**src/rtl/resta_serial_pkg.sv**
```systemverilog
// Shared declarations for the bit-serial subtractor.
//   resta_state_t : controller state encoding (IDLE, RUN, DONE)
//   RESTA_M_DEF   : default operand width
//   RESTA_CNT_W   : bit-counter width for the default operand width
//   resta_cnt_w() : bit-counter width for an arbitrary operand width M >= 2
package resta_pkg;

    typedef enum logic [1:0] {
        IDLE = 2'd0,
        RUN  = 2'd1,
        DONE = 2'd2
    } resta_state_t;

    localparam int RESTA_M_DEF = 4;
    localparam int RESTA_CNT_W = $clog2(RESTA_M_DEF);

    // The counter indexes bits 0..M-1, so $clog2(M) bits suffice; M=2 still needs 1 bit.
    function automatic int resta_cnt_w(input int m);
        return (m > 2) ? $clog2(m) : 1;
    endfunction

endpackage

```
**src/rtl/resta_serial_full_adder.sv**
```systemverilog
// Single-bit full adder used as the serial bit cell of resta_serial.
//   a, b : operand bits
//   cin  : carry in
//   s    : sum bit
//   cout : carry out (majority of a, b, cin)
module full_adder (
    input  logic a,
    input  logic b,
    input  logic cin,
    output logic s,
    output logic cout
);

    assign s    = a ^ b ^ cin;
    assign cout = (a & b) | (a & cin) | (b & cin);

endmodule

```
**src/rtl/resta_serial.sv**
```systemverilog
// Bit-serial two's-complement subtractor R = A - B, one bit per clock, LSB first.
// A - B is formed as A + ~B + 1: B is inverted and the carry preset to 1 when the
// operands are captured, so the single full-adder cell only ever adds.
//   clk    : system clock, rising edge
//   rst_n  : synchronous reset, active-low
//   start  : request, sampled only while idle
//   A, B   : minuend / subtrahend, captured on an accepted start
//   busy   : high while an operation is running or completing
//   done   : one-cycle pulse; R and flags valid from this cycle on
//   R      : A - B mod 2^M
//   C      : carry out (1 = no borrow)
//   N      : sign of R
//   V      : signed overflow
//   Z      : R == 0
module resta_serial
    import resta_pkg::*;
#(
    parameter int M = 4
) (
    input  logic         clk,
    input  logic         rst_n,
    input  logic         start,
    input  logic [M-1:0] A,
    input  logic [M-1:0] B,
    output logic         busy,
    output logic         done,
    output logic [M-1:0] R,
    output logic         C,
    output logic         N,
    output logic         V,
    output logic         Z
);

    localparam int CW = resta_cnt_w(M);

    resta_state_t  state, state_n;
    logic [CW-1:0] cnt;
    logic [M-1:0]  a_sh, b_sh, r_sh;
    logic          cy;
    logic          sa, sb;

    logic          bit_s, bit_co;
    logic [M-1:0]  r_next;
    logic          last_bit;
    logic          accept;

    full_adder u_cell (
        .a    (a_sh[0]),
        .b    (b_sh[0]),
        .cin  (cy),
        .s    (bit_s),
        .cout (bit_co)
    );

    // Result bits arrive LSB first, so each new sum enters at the top and the
    // register shifts right; after M bits the word is correctly aligned.
    assign r_next   = {bit_s, r_sh[M-1:1]};
    assign last_bit = (cnt == CW'(M - 1));
    assign accept   = (state == IDLE) && start;

    assign busy = (state != IDLE);
    assign done = (state == DONE);

    always_ff @(posedge clk) begin
        if (!rst_n) begin
            state <= IDLE;
        end else begin
            state <= state_n;
        end
    end

    always_comb begin
        state_n = state;
        case (state)
            IDLE:    if (start)    state_n = RUN;
            RUN:     if (last_bit) state_n = DONE;
            DONE:                  state_n = IDLE;
            default:               state_n = IDLE;
        endcase
    end

    always_ff @(posedge clk) begin
        if (!rst_n) begin
            cnt  <= '0;
            a_sh <= '0;
            b_sh <= '0;
            r_sh <= '0;
            cy   <= 1'b0;
            sa   <= 1'b0;
            sb   <= 1'b0;
            R    <= '0;
            C    <= 1'b0;
            N    <= 1'b0;
            V    <= 1'b0;
            Z    <= 1'b0;
        end else if (accept) begin
            a_sh <= A;
            b_sh <= ~B;
            r_sh <= '0;
            cy   <= 1'b1;
            cnt  <= '0;
            sa   <= A[M-1];
            sb   <= B[M-1];
        end else if (state == RUN) begin
            a_sh <= a_sh >> 1;
            b_sh <= b_sh >> 1;
            r_sh <= r_next;
            cy   <= bit_co;
            cnt  <= cnt + 1'b1;
            // Publish on the final bit using the not-yet-registered result so
            // R and the flags are valid in the same cycle done rises.
            if (last_bit) begin
                R <= r_next;
                C <= bit_co;
                N <= r_next[M-1];
                Z <= (r_next == '0);
                // Overflow only possible when operand signs differ, and then
                // shows as the result sign disagreeing with the minuend.
                V <= (sa != sb) && (r_next[M-1] != sa);
            end
        end
    end

endmodule

```
**config.mk**
```make
export PLATFORM = sky130hd
export DESIGN_NAME = resta_serial
export DESIGN_NICKNAME = d
export VERILOG_FILES = /design/src/rtl/resta_serial_pkg.sv /design/src/rtl/resta_serial_full_adder.sv /design/src/rtl/resta_serial.sv
export SDC_FILE = /design/constraint.sdc
export NUM_CORES = 1
export LEC_CHECK = 0
export CAP_MARGIN = 20
export CORE_AREA = 8 8 56 58
export CTS_CLUSTER_DIAMETER = 200
export DETAILED_ROUTE_END_ITERATION = 12
export DIE_AREA = 0 0 64 66
export MAX_ROUTING_LAYER = met4
export PLACE_DENSITY = 0.71
export SLEW_MARGIN = 20
export SYNTH_ARGS = -nofsm -noshare
export SYNTH_HDL_FRONTEND = slang
export SYNTH_HIERARCHICAL = 1
export SYNTH_SLANG_ARGS = --single-unit
```
**constraint.sdc**
```tcl
create_clock -name clk -period 1.5 [get_ports clk]
set_input_delay 0.3 -clock clk [delete_from_list [all_inputs] [get_ports clk]]
set_output_delay 0.3 -clock clk [all_outputs]
set_load 0.01 [all_outputs]
```
# Word-level counts from Yosys, hierarchy flattened
# Index checks and enable logic that the tools add are counted.
# word_totals
reg_bits,27
latch_bits,0
mem_bits_rw,0
rom_bits,0
inputBits,11
output_inout_bits,10
elab_cells,49
n_memories,0
# op_classes
n_addsub,1
n_mul,0
div_mod_pow,0
magnitude_cmp,0
eq_ne,7
shift,0
muxes,9
bitwise,10
reduce_logical,9
# op_table
operator,count
$mux 4,4
$eq 2x2->1 const B,2
$logic_not 4->1,1
$mux 2,2
$ne 2x2->1 const B,2
$not 4->4,1
$pmux 2 s2,1
$reduce_bool 2->1,2
$and 1x1->1,3
$reduce_and 3->1,1
$add 2x1->2 const B,1
$eq 2x1->1 const B,1
$logic_and 1x1->1,2
$logic_not 2->1,1
$mux 1,2
$ne 1x1->1,2
$not 1->1,2
$or 1x1->1,2
$reduce_and 2->1,1
$reduce_or 2->1,1
$xor 1x1->1,2

# Depth between registers and ports, before layout
# logic_depth
ltp_word,5
ltp_mapped,5
depth_no_buf,4

# Modules after synthesis
# The synthesis kept the hierarchy.
# modules_own_cells
mod,instances,cells_per_inst,area_each_um2
resta_serial,1,117,1048.5
full_adder,1,1,20.0

# Worst setup path after synthesis
# No wires, ideal clock.
# synth_timing
kind,register -> register
from,register a_sh[0]
to,register Z
setup_time_ns,0.070
t_arrival_ns,1.285
path_slack_ns,0.146
stages_incl_launch_ff,5
n_path_buf,0
cell_sequence,dfxtp_1 -> fa_1 -> nor4_1 -> nand3_1 -> a21oi_1
# synth_between
elab_chain_cells,3
# synth_rtl
element,line,text
"start, declared",resta_serial.sv:38,"logic [M-1:0] a_sh, b_sh, r_sh;"
"start signal, assigned",resta_serial.sv:105,a_sh <= a_sh >> 1;
$xor 1x1->1 (2 in series),resta_serial_full_adder.sv:14,assign s = a ^ b ^ cin;
net bit_s,resta_serial.sv:42,"logic bit_s, bit_co;"
$logic_not 4->1,resta_serial.sv:116,Z <= (r_next == '0);
"end signal, assigned",resta_serial.sv:116,
"end, declared",resta_serial.sv:31,output logic Z
# The timed path passes the listed nets, and every way through them passes these cells.
# A chain may end at the register's enable or synchronous reset.

# Worst setup path after layout
# layout_timing
from,register state[1]
to,output busy
# layout_between
elab_chain_cells,1
# layout_rtl
element,line,text
"start, declared",resta_serial.sv:36,"resta_state_t state, state_n;"
"start signal, assigned",resta_serial.sv:68,state <= state_n;
$reduce_bool 2->1,resta_serial.sv:61,assign busy = (state != IDLE);
"end, declared",resta_serial.sv:25,"output logic busy,"
# Every way passes these cells.

==> results_dict.tcl <==
set metrics [dict create \
    outcome "complete, no violations" \
    antenna_found_initial 0 \
    required_ps 1200 \
    gp_congestion 0.807 \
    leakage_nw 0.571 \
    async_reset_ff_share_pct 0 \
    final_nets 158 \
    fp-row-count 18 \
    critPathBufInv 1 \
    synth.distinct_cells 32 \
    drive_gt1_share_pct 17.4 \
    timing.final.ws_setup_ps 99.8 \
    reg2regPathDepth 4 \
    ys_seq_elements 25 \
    ys_top_cells_by_count "dfxtp_1, nand2_1, a21oi_1, nor2_1, mux2i_1" \
    grt_max_degree 17 \
    viasPerCell 5.13 \
    cts-root-buf "clkbuf_4" \
    critPathSlowestCell "dfxtp_2" \
    clock_path_buffers 2 \
    ys.warnings.count 6 \
    cp_cell_sequence "or2_2 -> buf_2" \
    rsz0062_at_grt "false" \
    clk_latency_ps 320 \
    drv_slew 0 \
    syn_nets 131 \
    grt_pass1_wl_microns 4150 \
    p_per_area_nw_per_um2 920 \
    period_needed_ps 1400 \
    syn_area_sq_um 1070 \
    arrival_ps 1100 \
    synth_edf_count 0 \
    cpPeakStageDelay_ps 360 \
    drtAntennaViolNets 0 \
    drc 0 \
    start_util_pct 46.1 \
    clock_skew_ps 6.84 \
    die_h_microns 66 \
    worstMarginPinSlew_ps 533 \
    grt_pass1_vias 962 \
    r2r_start "b_sh[0]" \
    ys_seq_area_share_pct 46.8 \
    hold_path.startpoint "C" \
    vias 892 \
    hold_path_class "reg -> reg" \
    io_pins 21 \
    yosysTopAreaCell "dfxtp_1" \
    hold_buffers 0 \
    clock.fmax_mhz 714 \
    die-area_sq_um 4220 \
    yosysMostFrequentCell "dfxtp_1" \
    crit_family "flip-flops" \
    wire_per_inst_microns 13.4 \
    numCtsBuffers 3 \
    max-vdd-ir-drop_mv 0.589 \
    cp-start-kind "flip-flop" \
    period_share_pct 93.3 \
    hold_viol_final 0 \
    worst-path-max-fanout 5 \
    slew_headroom_pct 64.4 \
    hpwl_microns 1690 \
    setup_viol 0 \
    min_to "C" \
    synth.avg_cell_area_sq_um 9.06 \
    grt-ovfl-total 0 \
    ctsHtreeMaxLevel 1 \
    diodes 0 \
    io_buffers 20 \
    yosys-top-cells-area "dfxtp_1, a21oi_1, nand2_1" \
    r2r_slack_ps 100 \
    firstDrtPassIters 3 \
    clock-sinks 25 \
    p_total_mw 1.23 \
    worstSetupPathType "reg -> out" \
    maxCapViolCount 0 \
    worstHoldPathCells 2 \
    place_ws_ps -203 \
    synth_cells 118 \
    cts_tree "built" \
    yosysTopAreaCellShare_pct 46.8 \
    end_kind "primary output" \
    r2r-end "V" \
    die_w_microns 64 \
    wirelength_microns 2330 \
    drt_iter0_markers 27 \
    track_usage_pct 12.5 \
    syn2layout_area_growth_pct 24.9 \
    synth-main-ff-cell "dfxtp_1" \
    core_area_sq_um 2320 \
    path_clk_slew_ps 130 \
]
==> layout by cell type, fill, tap and decap left out, types with 2 or more instances in the layout <==
| cell type | instances |
|---|---|
| a21oi_1 | 18 |
| a221oi_1 | 2 |
| a31oi_1 | 2 |
| buf_4 | 9 |
| clkbuf_4 | 3 |
| clkdlybuf4s50_1 | 10 |
| dfxtp_1 | 23 |
| dfxtp_2 | 2 |
| dlygate4sd2_1 | 9 |
| inv_1 | 2 |
| mux2i_1 | 4 |
| nand2_1 | 23 |
| nand2b_1 | 2 |
| nand3_1 | 3 |
| nor2_1 | 9 |
| o21ai_1 | 2 |
| o221a_2 | 2 |
==> routing by layer <==
metal / wire (microns) / global-route usage [%] / vias up / part of all wire, %
li1: - / - / 459 / -
met1: 1080 / 14.0 / 408 / 46
met2: 1070 / 19.4 / 17 / 46
met3: 114 / 3.22 / 8 / 4.9
met4: 66 / 7.80 / 0 / 2.8
met5: 0 / - / - / 0
==> kinds of logic after synthesis <==
logic type	share of synthesized area, %
AOI/OAI and AO/OA	15.7
xor gates and xnor gates	0.820
adders and majority gates	3.04
buffers and inverters	6.32
DFF	46.8
muxes	4.80
and+or+nand+nor	22.5
==> sequential cells by signal, indices dropped and copies added, names as in the netlist, 2 cells and up <==
register and count:
state 2, r_sh 3, cnt 2, R 4, a_sh 4, b_sh 4
==> worst reg2reg max path, cell delays in order, from the launching register on <==
cell and delay [ps]:
dfxtp_1 360, fa_2 650, nor2_1 70, a21oi_1 130, a211oi_1 80
==> where the power goes <==
part | internal [mW] | leakage [nW] | switching, mW
sequential | 0.695 | 0.205 | 0.0203
clock | 0.104 | 0.0150 | 0.199
combinational | 0.108 | 0.351 | 0.102
total | 0.907 | 0.571 | 0.322
==> final cells by class <==
type	count	area [sq um]
Sequential cell	25	503
Tap cell	30	37.5
Multi-Input combinational cell	84	509
Fill cell	209	985
Inverter	2	7.51
Timing Repair Buffer	29	251
Clock buffer	4	26.3
==> per-stage QoR <==
stage                     TNS [ps]  util [%]  hold slack, ps  instances  area (sq um)
final                            0      57.6             465        174          1340
after global routing             0      57.6             480        174          1340
after CTS                        0      56.9             467        173          1320
after detailed placement     -2460      56.3             449        169          1310
after global placement       -2220      56.3             439        169          1310
after floorplan                  0         -             411        118          1070
==> repair_timing <==
action                                  CTS  global route
pin swaps                                 0             2
cloned                                    0             0
endpoints found under the setup margin   11             1
resized for setup                        15             2
buffers inserted                          0             1
==> worst max-delay path by stage <==
| stage | startpoint | to | depth (start not counted) |
|---|---|---|---|
| detailed placement | start | b_sh[3] | 4 |
| global placement | start | b_sh[3] | 4 |
| floorplan | a_sh[0] | Z | 4 |
| global route | b_sh[0] | Z | 4 |
| CTS | b_sh[0] | Z | 4 |
| finish | state[1] | busy | 2 |
Power figures use the tool's default switching activity.
==> variant 1, RTL diff (config.mk and constraints unchanged) <==
Change the parameter `M` from 4 to 2.
--- a/src/rtl/resta_serial.sv
+++ b/src/rtl/resta_serial.sv
@@ -15,7 +15,7 @@
 module resta_serial
     import resta_pkg::*;
 #(
-    parameter int M = 4
+    parameter int M = 2
 ) (
     input  logic         clk,
     input  logic         rst_n,
Ports: changed (resized A, B and R); port bits go from 21 to 15. No check against the original RTL was run, so the function may have changed too.
==> variant 1 against the original RTL <==
- sequential cell count decreased by 9
- count of clock-buffer cells in the layout unchanged
- sequential share of layout area decreased by 3.3 points
- critical path depth increased by 1
- global-route usage decreased by 4.8 points
- via count decreased by 37%
- critical endpoint is now V
- non-clock buffer count decreased by 12
- final area decreased by 30%
- setup slack got worse by 0.070 ns
- core utilization decreased by 17 points
- synthesized area decreased by 32%
- wire length decreased by 35%
- first-iteration DRC count decreased by 26%
- total power decreased by 24%
- largest power group unchanged
==> variant 1: results (changes against the original RTL) <==
| Metric | Value |
|---|---|
| GRT Util Overall | 7.62% (-4.8 points) |
| Post-synth cell types | 29 (-9.4%) |
| Startpoint of the tightest hold check path | Z |
| Routed wire length | 1.51 mm (-35%) |
| Proportion of layout cells with a drive suffix above 1 | 20.5% (+3.1 points) |
| H-tree depth | 1 (unchanged) |
| Maximum VDD drop | 0.375 mV (-36%) |
| Final estimated routing congestion in global placement | 0.735 (-8.9%) |
| Worst Clk Skew | 0.00325 ns (-0.00359 ns) |
| Number of nets in the finished design | 97 (-39%) |
| Synth area leaders | dfxtp_1 (44%), nor2b_1 (7.8%), o221a_2 (4.7%) |
| Drt first-iter violations | 20 (-26%) |
| Status | complete, no violations |
| Detailed-routing iteration count for the pre-antenna-repair pass | 4 (+1) |
| IO Port Bufs | 14 (-30%) |
| Mean number of vias per cell | 4.77 (-6.9%) |
| P_leak | 0.468 nW (-18%) |
| Max stage delay cell, worst path | fa_2 |
| Clock transition at the register clock pins on the worst setup and hold paths after CTS | 0.09 ns (-0.04 ns) |
| First-pass GRT wire length | 2.46 mm (-41%) |
| Critical Path Source | cy |
| Vias in the first global route | 564 (-41%) |
| Mapped Nets | 80 (-39%) |
| Arrival time reported for the critical path endpoint | 1.65 ns (+0.55 ns) |
| Sequential fraction of the synthesis area | 44.4% (-2.5 points) |
| Total of fill cells in the finished design | 226 (+8.1%) |
| Most numerous cell types in the synthesized netlist | dfxtp_1 (16), nor2b_1 (9), nand2_1 (5) |
| Worst skew pair latency | 0.28 ns (-0.04 ns) |
| Total half-perimeter wirelength after legalization and detailed placement | 1.11 mm (-34%) |
| Critical Path Max Stage Delay | 0.49 ns (+0.13 ns) |
variant 1: per-layer routing:
metal	part of all wire, %	track usage, %
met1	41	8.02
met3	7.5	2.88
met4	0.99	5.01
met5	0	-
met2	50	11.8
variant 1: cell type report:
cell class | instances | area [µm²] | share of cell area [%]
timing repair buffer | 17 | 166 | 17.7
multi-input combinational | 47 | 360 | 38.4
tap | 30 | 37.5 | 4.00
inverter | 4 | 15.0 | 1.60
clock buffer | 4 | 36.3 | 3.87
sequential | 16 | 323 | 34.4
variant 1: cells by family after synthesis:
| group | count (synthesis) | synth area share, % |
|---|---|---|
| compound gates | 17 | 19.2 |
| fa+ha+maj | 1 | 2.77 |
| buf+inv | 9 | 6.06 |
| flops | 16 | 44.4 |
| mux | 2 | 2.77 |
| simple gates | 27 | 24.8 |
variant 1: worst max-delay path: cells and delay by family (launching register included):
family	cells	cell delay, ns
AOI/OAI and AO/OA	1	0.31
adders and majority gates	1	0.49
and+or+nand+nor	1	0.19
DFF	1	0.37
variant 1: per-stage QoR:
step	utilization [%]	setup slack (ns)	std cells	power [mW]	instance area (µm²)
global placement	38.5	-0.00678	114	0.652	893
floorplan	-	0.0661	72	0.596	722
global route	40.5	-0.0000266	118	0.982	938
CTS	40.1	0.00851	118	0.946	931
detailed placement	38.5	-0.0699	114	0.660	893
finish	40.5	0.0299	118	0.935	938
variant 1: where the power goes:
part | total, mW | internal (mW) | switching (mW)
Combinational | 0.170 | 0.0914 | 0.0784
Clock | 0.285 | 0.148 | 0.137
Sequential | 0.480 | 0.455 | 0.0257
variant 1: timing repair:
item                       4_1_cts  5_1_grt
hold endpoints to repair         0        0
hold buffers                     0        0
setup endpoints to repair        3        7
pin swaps                        0        0
gates cloned                     0        0
buffers inserted                 0        0
gates resized for setup          4        7
variant 1: final timing paths:
path	slack (ns)	endpoint	cells after the start
hold / removal	0.45	Z	2
setup reg to reg	0.03	V	3
setup / recovery	0.03	V	3
hold reg to reg	0.45	Z	2
==> variant 2, RTL diff (same flow settings) <==
Without the edit above. Re-encode `resta_state_t` (3 states) as one-hot, 3 bits wide.
--- a/src/rtl/resta_serial_pkg.sv
+++ b/src/rtl/resta_serial_pkg.sv
@@ -5,10 +5,10 @@
 //   resta_cnt_w() : bit-counter width for an arbitrary operand width M >= 2
 package resta_pkg;
 
-    typedef enum logic [1:0] {
-        IDLE = 2'd0,
-        RUN  = 2'd1,
-        DONE = 2'd2
+    typedef enum logic [2:0] {
+        IDLE = 3'b001,
+        RUN  = 3'b010,
+        DONE = 3'b100
     } resta_state_t;
 
     localparam int RESTA_M_DEF = 4;
Behaviour: no difference found for any inputs over 10 cycles, from zero or initial values and one cycle with rst_n low; not proved beyond that.
==> variant 2 against the original RTL <==
- wire length fell by 2.1%
- clock skew fell by 0.0041 ns
- first-iteration DRC count grew to 2.5 times the old value
- non-clock buffer count grew 1
- synthesized area up 2.1%
- critical path depth is 2 higher
- synthesized cell count did not move
- sequential cell count is 1 higher
- count of clock-buffer cells in the layout decreased by 1
- total power increased by 15%
- final area is 5.6% higher
- die area unchanged
- setup slack got worse by 0.0029 ns
- critical path type is now register to register
- critical endpoint is now V
==> variant 2: results (changes against the original RTL) <==
| Metric | Value |
|---|---|
| Slew at the pin with the worst max-slew slack | 0.373 ns (-0.160 ns) |
| Synth area leaders | dfxtp_1 (48%), a21oi_1 (8.3%), nand2_1 (7.2%) |
| Vias in the first global route | 888 (-7.7%) |
| First-pass GRT wire length | 3.84 mm (-7.3%) |
| Post-synth cell types | 31 (-3.1%) |
| Fraction of synthesized area in multiplexers | 5.50% (+0.70 points) |
| Status | complete, no violations |
| Mean number of vias per cell | 5.14 (+0.22%) |
| Final estimated routing congestion in global placement | 0.753 (-6.7%) |
| GRT Util Overall | 11.5% (-0.92 points) |
| Maximum number of pins on one net before global-route repair | 16 (-1) |
| XOR/XNOR Fraction of Synth Area | 0.803% (-0.017 points) |
| Detail-routed net length per standard cell | 13.1 µm (-2.1%) |
| P_leak | 0.565 nW (-0.93%) |
| Most numerous cell types in the synthesized netlist | dfxtp_1 (26), nand2_1 (21), a21oi_1 (18) |
| Total half-perimeter wirelength after legalization and detailed placement | 1.69 mm (+0.17%) |
| Worst Clk Skew | 0.00279 ns (-0.00405 ns) |
| Arrival time reported for the critical path endpoint | 1.67 ns (+0.57 ns) |
| Post-synthesis share of cell area spent on full adders, half adders and majority gates | 2.98% (-0.063 points) |
| Sequential fraction of the synthesis area | 47.7% (+0.87 points) |
| Critical Path Max Stage Delay | 0.64 ns (+0.28 ns) |
| Synthesized-area fraction occupied by ao, oa, aoi and oai cells | 16.2% (+0.48 points) |
| Post-CTS setup buffer count | 0 (unchanged) |
| Cell-internal power | 1.09 mW (+20%) |
| Longest Clk Path Bufs | 2 (unchanged) |
| Proportion of layout cells with a drive suffix above 1 | 16.0% (-1.4 points) |
| Max stage delay cell, worst path | fa_2 |
| Drt first-iter violations | 68 (+150%) |
| Detailed-routing iteration count for the pre-antenna-repair pass | 4 (+1) |
| Class of the worst hold path | register to register |
[variant 2: routing by layer]
layer / part of all wire [%] / routed length (µm) / track usage, % / vias to the layer above
met4: 1.8 / 40 / 6.96 / 0
met1: 44 / 1010 / 12.6 / 409
met5: 0 / 0 / - / -
met2: 50 / 1150 / 18.9 / 15
li1: - / - / - / 466
met3: 3.4 / 78 / 2.54 / 4
[variant 2: kinds of logic (layout without fill, tap and decap cells)]
logic type	after synthesis	count (layout)
buf+inv	9	35
mux	6	6
fa+ha+maj	2	2
compound gates	30	30
flops	26	26
simple gates	44	44
xor+xnor	1	1
[variant 2: final cells by class]
class / count / area share, %
Sequential cell: 26 / 37.0
Tap cell: 30 / 2.66
Clock buffer: 3 / 1.60
Inverter: 1 / 0.266
Timing Repair Buffer: 30 / 19.3
Multi-Input combinational cell: 83 / 37.1
Clock inverter: 1 / 2.13
[variant 2: worst max-delay path, delay by kind of cell (launching register included)]
| kind | cells | cell delay [ns] |
|---|---|---|
| flip-flops | 1 | 0.36 |
| AND/OR/NAND/NOR | 1 | 0.17 |
| adder cells (fa/ha/maj) | 1 | 0.64 |
| AO/OA/AOI/OAI | 2 | 0.18 |
[variant 2: per-stage QoR]
step | hold WS, ns | cell area [µm²] | total power [mW] | instances
after floorplan | 0.388 | 1090 | 0.868 | 118
after global routing | 0.476 | 1410 | 1.48 | 174
after detailed placement | 0.445 | 1370 | 0.949 | 170
final | 0.464 | 1410 | 1.41 | 174
after CTS | 0.465 | 1410 | 1.42 | 174
after global placement | 0.440 | 1370 | 0.944 | 170
[variant 2: timing repair]
item,in CTS,in global routing
pin swaps,0,0
endpoints found under the setup margin,10,3
resized for setup,12,3
[variant 2: final timing paths]
path	start	end	slack, ns	cells past startpoint
worst max-delay path	a_sh[0]	V	0.1	4
worst min-delay path	a_sh[2]	a_sh[2]	0.46	2
worst max register to register	a_sh[0]	V	0.1	4
worst min register to register	a_sh[2]	a_sh[2]	0.46	2
[variant 2: power groups by stage]
| stage | Combinational (mW) | Clock (mW) | Sequential, mW |
|---|---|---|---|
| after detailed placement | 0.192 | 0 | 0.757 |
| after global routing | 0.214 | 0.523 | 0.747 |
| final | 0.192 | 0.480 | 0.743 |
| after floorplan | 0.113 | 0 | 0.755 |
| after CTS | 0.192 | 0.489 | 0.742 |
| after global placement | 0.189 | 0 | 0.755 |
